File: config.mk
export PLATFORM = sky130hd
export DESIGN_NAME = xor_stream_cipher_flat
export DESIGN_NICKNAME = d
export VERILOG_FILES = /design/src/rtl/xor_stream_cipher_pkg.sv /design/src/rtl/xor_stream_cipher_if.sv /design/src/rtl/xor_key_store.sv /design/src/rtl/xor_stream_cipher.sv /design/src/flat_wrapper.sv
export SDC_FILE = /design/constraint.sdc
export NUM_CORES = 1
export LEC_CHECK = 0
export CAP_MARGIN = 20
export CORE_UTILIZATION = 25
export CTS_BUF_LIST = sky130_fd_sc_hd__clkbuf_16
export CTS_CLUSTER_DIAMETER = 80
export CTS_CLUSTER_SIZE = 28
export DETAILED_ROUTE_END_ITERATION = 8
export HOLD_SLACK_MARGIN = 0.02
export PLACE_DENSITY_LB_ADDON = 0.1
export SLEW_MARGIN = 20
export SYNTH_ARGS = -nofsm -noshare
export SYNTH_HDL_FRONTEND = slang
export SYNTH_SLANG_ARGS = --single-unit
File: constraint.sdc
create_clock -name iClk -period 2.9 [get_ports iClk]
set_input_delay 0.29 -clock iClk [delete_from_list [all_inputs] [get_ports iClk]]
set_output_delay 0.29 -clock iClk [all_outputs]
set_load 0.05 [all_outputs]
File: src/rtl/xor_stream_cipher_pkg.sv
// Shared types and sizing helpers for the streaming XOR cipher.
package xor_cipher_pkg;

    typedef enum logic [1:0] {
        IDLE,
        LOAD_KEY,
        STREAM
    } state_t;

    localparam int unsigned DEF_KEY_WIDTH    = 32;
    localparam int unsigned DEF_LANE_WIDTH   = 8;
    localparam int unsigned DEF_MAX_MSG_BITS = 512;

    function automatic int unsigned clog2_safe(input int unsigned n);
        return (n < 2) ? 1 : $clog2(n);
    endfunction

    function automatic int unsigned beats(input int unsigned total, input int unsigned lane);
        return total / lane;
    endfunction

    localparam int unsigned KEY_BEATS = beats(DEF_KEY_WIDTH, DEF_LANE_WIDTH);
    localparam int unsigned MSG_BEATS = beats(DEF_MAX_MSG_BITS, DEF_LANE_WIDTH);

endpackage

File: src/rtl/xor_stream_cipher_if.sv
// Key-load, plaintext and ciphertext handshakes of the streaming XOR cipher.
interface xor_stream_cipher_if #(
    parameter int unsigned LANE_WIDTH = 8
);
    logic                  iEn;
    logic                  iLoad_key;
    logic [LANE_WIDTH-1:0] iKey_data;
    logic                  iKey_valid;
    logic                  oKey_ready;
    logic [LANE_WIDTH-1:0] iMsg_data;
    logic                  iMsg_valid;
    logic                  iMsg_last;
    logic                  oMsg_ready;
    logic [LANE_WIDTH-1:0] oData;
    logic                  oValid;
    logic                  iReady;
    logic                  oStart;
    logic                  oLast;
    logic                  oKey_loaded;
    logic                  oErr;

    modport slave (
        input  iEn, iLoad_key, iKey_data, iKey_valid, iMsg_data, iMsg_valid, iMsg_last, iReady,
        output oKey_ready, oMsg_ready, oData, oValid, oStart, oLast, oKey_loaded, oErr
    );

    modport master (
        output iEn, iLoad_key, iKey_data, iKey_valid, iMsg_data, iMsg_valid, iMsg_last, iReady,
        input  oKey_ready, oMsg_ready, oData, oValid, oStart, oLast, oKey_loaded, oErr
    );
endinterface

File: src/rtl/xor_key_store.sv
// Key shift register with load counter and lane slice mux.
// XOR_KEY_ROTATE_EN adds a 1-bit left rotate per completed message.
module xor_key_store
    import xor_cipher_pkg::*;
#(
    parameter  int unsigned KEY_WIDTH  = DEF_KEY_WIDTH,
    parameter  int unsigned LANE_WIDTH = DEF_LANE_WIDTH,
    localparam int unsigned K_BEATS    = beats(KEY_WIDTH, LANE_WIDTH),
    localparam int unsigned PTR_W      = clog2_safe(K_BEATS)
) (
    input  logic                  clk,
    input  logic                  rst,
    input  logic                  clear,
    input  logic                  shift_en,
    input  logic [LANE_WIDTH-1:0] shift_data,
`ifdef XOR_KEY_ROTATE_EN
    input  logic                  rotate,
`endif
    input  logic [PTR_W-1:0]      ptr,
    output logic [LANE_WIDTH-1:0] slice,
    output logic                  last_beat
);

    logic [KEY_WIDTH-1:0] key;
    logic [PTR_W-1:0]     cnt;

    assign last_beat = (cnt == PTR_W'(K_BEATS - 1));

    always_ff @(posedge clk or posedge rst) begin
        if (rst) begin
            key <= '0;
            cnt <= '0;
        end else if (clear) begin
            cnt <= '0;
        end else if (shift_en) begin
            key <= (key << LANE_WIDTH) | KEY_WIDTH'(shift_data);
            cnt <= last_beat ? '0 : cnt + PTR_W'(1);
        end
`ifdef XOR_KEY_ROTATE_EN
        else if (rotate) begin
            key <= (key << 1) | (key >> (KEY_WIDTH - 1));
        end
`endif
    end

    // Slice 0 is the most significant lane (first key beat loaded).
    always_comb begin
        slice = '0;
        for (int unsigned i = 0; i < K_BEATS; i++) begin
            if (ptr == PTR_W'(i)) slice = key[KEY_WIDTH-1-i*LANE_WIDTH -: LANE_WIDTH];
        end
    end

endmodule

File: src/rtl/xor_stream_cipher.sv
// Streaming XOR cipher: cyclic key over LANE_WIDTH beats, single output register.
// XOR_KEY_ROTATE_EN rotates the key left by one bit after each message.
module xor_stream_cipher
    import xor_cipher_pkg::*;
#(
    parameter int unsigned KEY_WIDTH    = DEF_KEY_WIDTH,
    parameter int unsigned LANE_WIDTH   = DEF_LANE_WIDTH,
    parameter int unsigned MAX_MSG_BITS = DEF_MAX_MSG_BITS
) (
    input logic                iClk,
    input logic                iRst,
    xor_stream_cipher_if.slave bus
);

    localparam int unsigned K_BEATS = beats(KEY_WIDTH, LANE_WIDTH);
    localparam int unsigned M_BEATS = beats(MAX_MSG_BITS, LANE_WIDTH);
    localparam int unsigned PTR_W   = clog2_safe(K_BEATS);
    localparam int unsigned CNT_W   = clog2_safe(M_BEATS);

    if (KEY_WIDTH % LANE_WIDTH != 0) begin : g_chk_key
        $error("KEY_WIDTH must be a multiple of LANE_WIDTH");
    end
    if (MAX_MSG_BITS % LANE_WIDTH != 0) begin : g_chk_msg
        $error("MAX_MSG_BITS must be a multiple of LANE_WIDTH");
    end

    state_t                state, state_nxt;
    logic                  key_ready, msg_ready, key_take, msg_take;
    logic                  key_last_beat, key_done, msg_end, overflow;
    logic                  key_loaded, valid_q, start_q, last_q, err_q;
    logic [LANE_WIDTH-1:0] data_q, slice;
    logic [PTR_W-1:0]      ptr;
    logic [CNT_W-1:0]      beat_cnt;

    xor_key_store #(
        .KEY_WIDTH (KEY_WIDTH),
        .LANE_WIDTH(LANE_WIDTH)
    ) u_key (
        .clk       (iClk),
        .rst       (iRst),
        .clear     (bus.iEn && state == IDLE && bus.iLoad_key),
        .shift_en  (key_take),
        .shift_data(bus.iKey_data),
`ifdef XOR_KEY_ROTATE_EN
        .rotate    (bus.iEn && valid_q && last_q && bus.iReady),
`endif
        .ptr       (ptr),
        .slice     (slice),
        .last_beat (key_last_beat)
    );

    always_ff @(posedge iClk or posedge iRst) begin
        if (iRst) state <= IDLE;
        else      state <= state_nxt;
    end

    always_comb begin
        state_nxt = state;
        if (bus.iEn) begin
            unique case (state)
                IDLE:     if (bus.iLoad_key) state_nxt = LOAD_KEY;
                          else if (key_loaded && bus.iMsg_valid) state_nxt = STREAM;
                LOAD_KEY: if (!bus.iLoad_key || key_done) state_nxt = IDLE;
                STREAM:   if (msg_take && msg_end) state_nxt = IDLE;
                default:  state_nxt = IDLE;
            endcase
        end
    end

    always_comb begin
        key_ready = bus.iEn && state == LOAD_KEY;
        msg_ready = bus.iEn && state == STREAM && (!valid_q || bus.iReady);
        key_take  = key_ready && bus.iKey_valid;
        msg_take  = msg_ready && bus.iMsg_valid;
        key_done  = key_take && key_last_beat;
        overflow  = (beat_cnt == CNT_W'(M_BEATS - 1)) && !bus.iMsg_last;
        msg_end   = bus.iMsg_last || overflow;
    end

    // A beat completing the key while the load request has dropped is still an abort.
    always_ff @(posedge iClk or posedge iRst) begin
        if (iRst) begin
            key_loaded <= 1'b0;
            data_q     <= '0;
            valid_q    <= 1'b0;
            start_q    <= 1'b0;
            last_q     <= 1'b0;
            err_q      <= 1'b0;
            ptr        <= '0;
            beat_cnt   <= '0;
        end else begin
            err_q <= 1'b0;
            if (bus.iEn) begin
                if (state == IDLE && bus.iLoad_key) key_loaded <= 1'b0;
                else if (key_done && bus.iLoad_key) key_loaded <= 1'b1;

                if (msg_take) begin
                    data_q  <= bus.iMsg_data ^ slice;
                    valid_q <= 1'b1;
                    start_q <= (beat_cnt == '0);
                    last_q  <= msg_end;
                    err_q   <= overflow;
                    if (msg_end) begin
                        ptr      <= '0;
                        beat_cnt <= '0;
                    end else begin
                        ptr      <= (ptr == PTR_W'(K_BEATS - 1)) ? '0 : ptr + PTR_W'(1);
                        beat_cnt <= beat_cnt + CNT_W'(1);
                    end
                end else if (bus.iReady) begin
                    valid_q <= 1'b0;
                    start_q <= 1'b0;
                    last_q  <= 1'b0;
                end
            end
        end
    end

    assign bus.oKey_ready  = key_ready;
    assign bus.oMsg_ready  = msg_ready;
    assign bus.oData       = data_q;
    assign bus.oValid      = valid_q;
    assign bus.oStart      = start_q;
    assign bus.oLast       = last_q;
    assign bus.oKey_loaded = key_loaded;
    assign bus.oErr        = err_q;

endmodule

File: src/flat_wrapper.sv
// flat-port wrapper written by rule: the top's interface ports become plain ports
module xor_stream_cipher_flat import xor_cipher_pkg::*;
#(
    parameter int unsigned KEY_WIDTH    = DEF_KEY_WIDTH,
    parameter int unsigned LANE_WIDTH   = DEF_LANE_WIDTH,
    parameter int unsigned MAX_MSG_BITS = DEF_MAX_MSG_BITS
)
  (iClk, iRst, bus_iEn, bus_iLoad_key, bus_iKey_data, bus_iKey_valid, bus_iMsg_data, bus_iMsg_valid, bus_iMsg_last, bus_iReady, bus_oKey_ready, bus_oMsg_ready, bus_oData, bus_oValid, bus_oStart, bus_oLast, bus_oKey_loaded, bus_oErr);
  xor_stream_cipher_if #(.LANE_WIDTH(LANE_WIDTH)) bus_i ();
  input logic iClk;
  input logic iRst;
  input wire logic [$bits(bus_i.iEn)-1:0] bus_iEn;
  input wire logic [$bits(bus_i.iLoad_key)-1:0] bus_iLoad_key;
  input wire logic [$bits(bus_i.iKey_data)-1:0] bus_iKey_data;
  input wire logic [$bits(bus_i.iKey_valid)-1:0] bus_iKey_valid;
  input wire logic [$bits(bus_i.iMsg_data)-1:0] bus_iMsg_data;
  input wire logic [$bits(bus_i.iMsg_valid)-1:0] bus_iMsg_valid;
  input wire logic [$bits(bus_i.iMsg_last)-1:0] bus_iMsg_last;
  input wire logic [$bits(bus_i.iReady)-1:0] bus_iReady;
  output wire logic [$bits(bus_i.oKey_ready)-1:0] bus_oKey_ready;
  output wire logic [$bits(bus_i.oMsg_ready)-1:0] bus_oMsg_ready;
  output wire logic [$bits(bus_i.oData)-1:0] bus_oData;
  output wire logic [$bits(bus_i.oValid)-1:0] bus_oValid;
  output wire logic [$bits(bus_i.oStart)-1:0] bus_oStart;
  output wire logic [$bits(bus_i.oLast)-1:0] bus_oLast;
  output wire logic [$bits(bus_i.oKey_loaded)-1:0] bus_oKey_loaded;
  output wire logic [$bits(bus_i.oErr)-1:0] bus_oErr;
  assign bus_i.iEn = bus_iEn;
  assign bus_i.iLoad_key = bus_iLoad_key;
  assign bus_i.iKey_data = bus_iKey_data;
  assign bus_i.iKey_valid = bus_iKey_valid;
  assign bus_i.iMsg_data = bus_iMsg_data;
  assign bus_i.iMsg_valid = bus_iMsg_valid;
  assign bus_i.iMsg_last = bus_iMsg_last;
  assign bus_i.iReady = bus_iReady;
  assign bus_oKey_ready = bus_i.oKey_ready;
  assign bus_oMsg_ready = bus_i.oMsg_ready;
  assign bus_oData = bus_i.oData;
  assign bus_oValid = bus_i.oValid;
  assign bus_oStart = bus_i.oStart;
  assign bus_oLast = bus_i.oLast;
  assign bus_oKey_loaded = bus_i.oKey_loaded;
  assign bus_oErr = bus_i.oErr;
  xor_stream_cipher #(.KEY_WIDTH(KEY_WIDTH), .LANE_WIDTH(LANE_WIDTH), .MAX_MSG_BITS(MAX_MSG_BITS)) u_core (.iClk(iClk), .iRst(iRst), .bus(bus_i));
endmodule
==> results.sh, run 1 <==
export IMPL_tns_ps=0
export IMPL_critPathKind="input pin to primary output"
export IMPL_die_h_um=106
export IMPL_synth_edf_count=0
export IMPL_antenna_cells=0
export IMPL_synth_cells=292
export IMPL_fmax_mhz=416
export IMPL_design_area_mm2=0.00349
export IMPL_cts_resized_gates=0
export IMPL_initial_core_util=0.260
export IMPL_synthArstFlopShare=1.00
export IMPL_cts_tree="built"
export IMPL_p_leak_nw=1.60
export IMPL_wl_um=6180
export IMPL_setup_viol=0
export IMPL_p_sw_mw=0.879
export IMPL_drtIter0Drc=120
export IMPL_ys_seq_elements=57
export IMPL_arrival_ps=2120
export IMPL_combinationalPowerShare=0.251
export IMPL_p_seq_frac=0.399
export IMPL_yosys_most_used_dff="dfrtp_1"
export IMPL_cts_buffers=9
export IMPL_ys_warn_count=0
export IMPL_rows=37
export IMPL_p_int_mw=1.82
export IMPL_pwr_share_clk=0.350
export IMPL_yosysSeqAreaShare=0.527
export IMPL_synth_commonest_cells="nand2_1 (102), dfrtp_1 (57), o21ai_0 (19), inv_1 (10)"
export IMPL_hold_class="input pin to asynchronous set/reset pin"
export IMPL_drive_gt1_frac=0.0893
export IMPL_areaGrowthSynthToFinish_pct=28.9
export IMPL_final_min_clock_period_ps=2410
export IMPL_syn_area_mm2=0.00271
export IMPL_ios=39
export IMPL_power_mw=2.69
export IMPL_cts_max_path_buffers=2
export IMPL_grt_util_all_layers=0.123
export IMPL_hold_violations=0
export IMPL_synth_most_common_cell="nand2_1"
export IMPL_power_density_mw_per_mm2=773
export IMPL_post_cts_setup_buffer_count=0
export IMPL_cts_htree_levels=3
export IMPL_ys_types=40
export IMPL_avgSynthCellArea_um2=9.26
export IMPL_clk_latency_ps=320
export IMPL_clk_pin_slew_ps=60
export IMPL_clock_root_buffer="clkbuf_16"
export IMPL_fin_util=0.335
export IMPL_drc=0
export IMPL_worst_hold_slack_ps=363
export IMPL_core_mm2=0.0104
export IMPL_post_dp_cell_area_mm2=0.00321
export IMPL_rsz0062_at_grt="false"
export IMPL_grt_max_degree=36
export IMPL_io_buffer_count=38
export IMPL_cp_start_kind="input pin"
export IMPL_relSlewSlack=0.523
export IMPL_vias=2037
export IMPL_dpl_worst_slack_ps=488
export IMPL_path_max_fanout=8
export IMPL_reg2reg_depth=5
export IMPL_synth_top_area_cell="dfrtp_1"
export IMPL_postRouteAntennaNets=0
export IMPL_p_sw_frac=0.326
export IMPL_grt_overflow_total=0
export IMPL_ir_drop_mv=0.245
export IMPL_ctsHoldBuffers=0
export IMPL_final_nets=362
export IMPL_final_cells=472
export IMPL_setup_slack_ps=494
export IMPL_slew_viol_final=0
export IMPL_synth_nets=323
export IMPL_antenna_found_initial=0
export IMPL_dpl_hpwl_um=4080
export IMPL_grt_pass1_vias=1952
export IMPL_gp_congestion=0.689
export IMPL_drtPass1Iterations=4
export IMPL_grt_pass1_wl_um=10500
export IMPL_wl_per_cell_um=13.1
export IMPL_fp_dieArea_mm2=0.0112
export IMPL_synthTopCellsByArea="dfrtp_1 (53%), nand2_1 (14%), o21ai_0 (3.5%)"
export IMPL_cap_viol_max_count=0
export IMPL_fin_skew_ps=8.49
export IMPL_place_inst=456
export IMPL_required_ps=2610
export IMPL_vias_per_cell=4.32
export IMPL_cts_sinks=57
export IMPL_status="completed"
export IMPL_chipWidth_um=106
export IMPL_fin_crit_sh=0.830
export IMPL_worst_pin_slew_ps=713
export IMPL_synth_top_area_share=0.527
export IMPL_cp_end_kind="primary output"
==> critical path, stage by stage <==
cell and delay (ps):
clkdlybuf4s50_1 610, nor2b_2 230, and3_4 200, clkdlybuf4s50_1 790
==> power by group through the flow <==
stage | clock [mW] | combinational [mW] | sequential, mW
6_report | 0.943 | 0.677 | 1.07
5_1_grt | 1.01 | 0.763 | 1.10
4_1_cts | 0.977 | 0.689 | 1.07
3_5_place_dp | 0 | 0.688 | 1.08
3_3_place_gp | 0 | 0.681 | 1.08
2_1_floorplan | 0 | 0.433 | 1.13
==> flip-flops by register name, indices dropped and copies added, names as in the netlist <==
name / count
u_core.u_key.key: 32
u_core.bus.oData: 8
u_core.beat_cnt: 6
u_core.ptr: 2
u_core.state: 2
u_core.u_key.cnt: 2
u_core.bus.oErr: 1
u_core.bus.oKey_loaded: 1
u_core.bus.oLast: 1
u_core.bus.oStart: 1
u_core.bus.oValid: 1
==> final cells by class <==
| cell class | instances | area, µm² |
|---|---|---|
| Clock buffer | 9 | 225 |
| Clock inverter | 7 | 46.3 |
| Fill cell | 1104 | 6930 |
| Inverter | 10 | 37.5 |
| Multi-Input combinational cell | 211 | 1160 |
| Sequential cell | 57 | 1430 |
| Tap cell | 136 | 170 |
| Timing Repair Buffer | 42 | 423 |
==> cell families (layout without fill, tap and decap cells) <==
family          count (synthesis)  count (layout)  synth area share
fa+ha+maj                       7               7            0.0324
flops                          57              57             0.527
compound gates                 57              57             0.139
simple gates                  139             139             0.231
buf+inv                        24              68            0.0449
xor+xnor                        8               8            0.0259
==> cells in the final DEF (no fill, tap or decap), drive strengths merged <==
master / instances
nor4b: 2
nand4: 2
o22ai: 7
clkinv: 4
a21oi: 7
or3: 1
a22o: 3
nor2: 7
ha: 7
xnor2: 8
o31ai: 1
clkbuf: 9
inv: 11
o21ai: 24
and3b: 2
nor2b: 3
a31oi: 1
o22a: 1
nand3: 4
a221oi: 3
buf: 4
nor3: 3
a22oi: 8
clkinvlp: 2
dfrtp: 57
clkdlybuf4s50: 38
and2: 2
nand2b: 3
and3: 4
a21o: 2
nand4b: 1
nand2: 102
nor3b: 3
==> metal layers <==
| metal | vias up | global-route usage | routed length [µm] |
|---|---|---|---|
| li1 | 1061 | - | - |
| met1 | 934 | 0.181 | 3200 |
| met2 | 37 | 0.166 | 2650 |
| met3 | 5 | 0.0343 | 265 |
| met4 | 0 | 0.0506 | 57 |
| met5 | - | 0 | 0 |
==> final timing paths <==
check	start	endpoint	slack (ps)
max in group asynchronous	iRst	u_core.bus.oData[7]$_DFFE_PP0P_	1950
max	bus_iEn	bus_oMsg_ready	490
max reg2reg	u_core.ptr[0]$_DFFE_PP0P_	u_core.bus.oData[3]$_DFFE_PP0P_	920
min	iRst	u_core.u_key.key[8]$_DFFE_PP0P_	360
min reg2reg	u_core.u_key.key[27]$_DFFE_PP0P_	u_core.u_key.key[27]$_DFFE_PP0P_	470
min in group iClk	u_core.u_key.key[27]$_DFFE_PP0P_	u_core.u_key.key[27]$_DFFE_PP0P_	470
Note: power is estimated with default switching activity, not from simulation.
==> run 2, diff against run 1 <==
==> constraint.sdc (replaced) <==
create_clock -name iClk -period 2.2 [get_ports iClk]
set_input_delay 0.22 -clock iClk [delete_from_list [all_inputs] [get_ports iClk]]
set_output_delay 0.22 -clock iClk [all_outputs]
set_load 0.05 [all_outputs]
==> results.sh, run 2 (same netlist as run 1, synthesis figures left out) <==
export IMPL_required_ps=2400
export IMPL_setup_viol=0
export IMPL_cap_viol_max_count=0
export IMPL_grt_overflow_total=0
export IMPL_regMostFlops="u_core.u_key.key"
export IMPL_rsz0062_at_grt="false"
export IMPL_final_min_clock_period_ps=1790
export IMPL_r2r_start="u_core.ptr[1]$_DFFE_PP0P_"
export IMPL_antenna_cells=0
export IMPL_postRouteAntennaNets=0
export IMPL_r2r_end="u_core.bus.oData[7]$_DFFE_PP0P_"
export IMPL_power_density_mw_per_mm2=1090
export IMPL_die_h_um=106
export IMPL_design_area_mm2=0.00360
export IMPL_worst_pin_slew_ps=500
export IMPL_fin_crit_sh=0.814
export IMPL_final_common_cell="nand2_1"
export IMPL_wl_um=6210
export IMPL_drtIter0Drc=125
export IMPL_grt_util_all_layers=0.127
export IMPL_arrival_ps=1990
export IMPL_fin_skew_ps=4.28
export IMPL_gp_congestion=0.716
export IMPL_grt_pass1_vias=2088
export IMPL_final_nets=366
export IMPL_grt_pass1_wl_um=10900
export IMPL_hold_class="input pin to asynchronous set/reset pin"
export IMPL_post_cts_setup_buffer_count=0
export IMPL_n_fill_cell=1097
export IMPL_ir_drop_mv=0.391
export IMPL_slew_viol_final=0
export IMPL_cp_start_kind="flip-flop"
export IMPL_relSlewSlack=0.666
export IMPL_cts_resized_gates=0
export IMPL_clk_pin_slew_ps=50
export IMPL_cp_end_kind="flip-flop"
export IMPL_initial_core_util=0.260
export IMPL_post_dp_cell_area_mm2=0.00326
export IMPL_rows=37
export IMPL_ios=39
export IMPL_cts_sinks=57
export IMPL_rrSetupSlack_ps=410
export IMPL_areaGrowthSynthToFinish_pct=33.1
export IMPL_antenna_found_initial=0
export IMPL_dpl_hpwl_um=4190
export IMPL_cts_buffers=9
export IMPL_grt_max_degree=58
export IMPL_drive_gt1_frac=0.103
export IMPL_reg2reg_depth=7
export IMPL_io_buffer_count=38
export IMPL_cts_tree="built"
export IMPL_cts_htree_levels=3
export IMPL_wl_per_cell_um=13.0
export IMPL_drtPass1Iterations=4
export IMPL_layout_common_cells="nand2_1 (102), dfrtp_1 (57), clkdlybuf4s50_1 (36), o21ai_0 (19), inv_1 (10)"
export IMPL_clock_root_buffer="clkbuf_16"
export IMPL_fmax_mhz=559
export IMPL_vias=2040
export IMPL_hold_violations=0
export IMPL_cts_max_path_buffers=2
export IMPL_fp_dieArea_mm2=0.0112
export IMPL_ctsHoldBuffers=0
export IMPL_clk_latency_ps=330
export IMPL_p_leak_nw=1.67
export IMPL_largest_reg_flops=32
export IMPL_tns_ps=0
export IMPL_path_max_fanout=9
export IMPL_status="completed"
export IMPL_chipWidth_um=106
export IMPL_vias_per_cell=4.29
export IMPL_critPathKind="flip-flop to flip-flop"
export IMPL_core_mm2=0.0104
export IMPL_drc=0
==> run 2: cell types whose count changed in the layout (fill, tap and decap cells not counted), sizes merged <==
cell / before / now
buf: 4 / 10
clkdlybuf4s50: 38 / 36
clkinv: 4 / 2
clkinvlp: 2 / 1
bufinv: 0 / 3
==> run 2: critical path, stage by stage, from the launching register on <==
cell      delay (ps)
dfrtp_1          370
inv_1             80
ha_1             320
nor2b_4          260
a22oi_1          120
a221oi_2         300
xnor2_1          150
o21ai_1           70
==> run 2: worst max path at each step <==
stage	start	to	slack, ps	depth (start not counted)
floorplan	u_core.bus.oValid$_DFFE_PP0P_	u_core.bus.oLast$_DFFE_PP0P_	560	5
global placement	bus_iEn	u_core.ptr[0]$_DFFE_PP0P_	320	6
detailed placement	bus_iEn	u_core.beat_cnt[2]$_DFFE_PP0P_	310	6
CTS	u_core.ptr[1]$_DFFE_PP0P_	u_core.bus.oData[7]$_DFFE_PP0P_	400	7
global route	u_core.ptr[1]$_DFFE_PP0P_	u_core.bus.oData[1]$_DFFE_PP0P_	240	6
finish	u_core.ptr[1]$_DFFE_PP0P_	u_core.bus.oData[7]$_DFFE_PP0P_	410	7
==> run 2: per-layer routing <==
layer  wire length, µm  up-vias  track usage
li1                  -     1067            -
met1              3320      927        0.193
met2              2510       38        0.161
met3               272        8       0.0368
met4               105        0       0.0565
met5                 0        -            0
==> run 2: per-stage QoR <==
step	power (mW)	util	cells	worst slack, ps	hold WS (ps)
CTS	3.97	0.346	476	404	289
detailed placement	2.36	0.313	460	312	463
floorplan	2.05	-	292	561	293
finish	3.92	0.346	476	410	266
global placement	2.36	0.313	460	323	460
global route	4.16	0.346	476	238	324
==> run 2: final cells by class <==
| type | count | area [µm²] | share of cell area |
|---|---|---|---|
| flip-flops and latches | 57 | 1430 | 0.396 |
| well taps | 136 | 170 | 0.0473 |
| multi-input cells | 211 | 1160 | 0.322 |
| inverters | 10 | 37.5 | 0.0104 |
| clock inverters | 7 | 110 | 0.0306 |
| clock buffers | 9 | 225 | 0.0626 |
| repair buffers | 46 | 473 | 0.131 |
==> run 2: where the power goes <==
| group | total (mW) | switching (mW) | internal (mW) |
|---|---|---|---|
| combinational | 0.912 | 0.515 | 0.397 |
| clock | 1.58 | 0.483 | 1.09 |
| sequential | 1.43 | 0.159 | 1.27 |
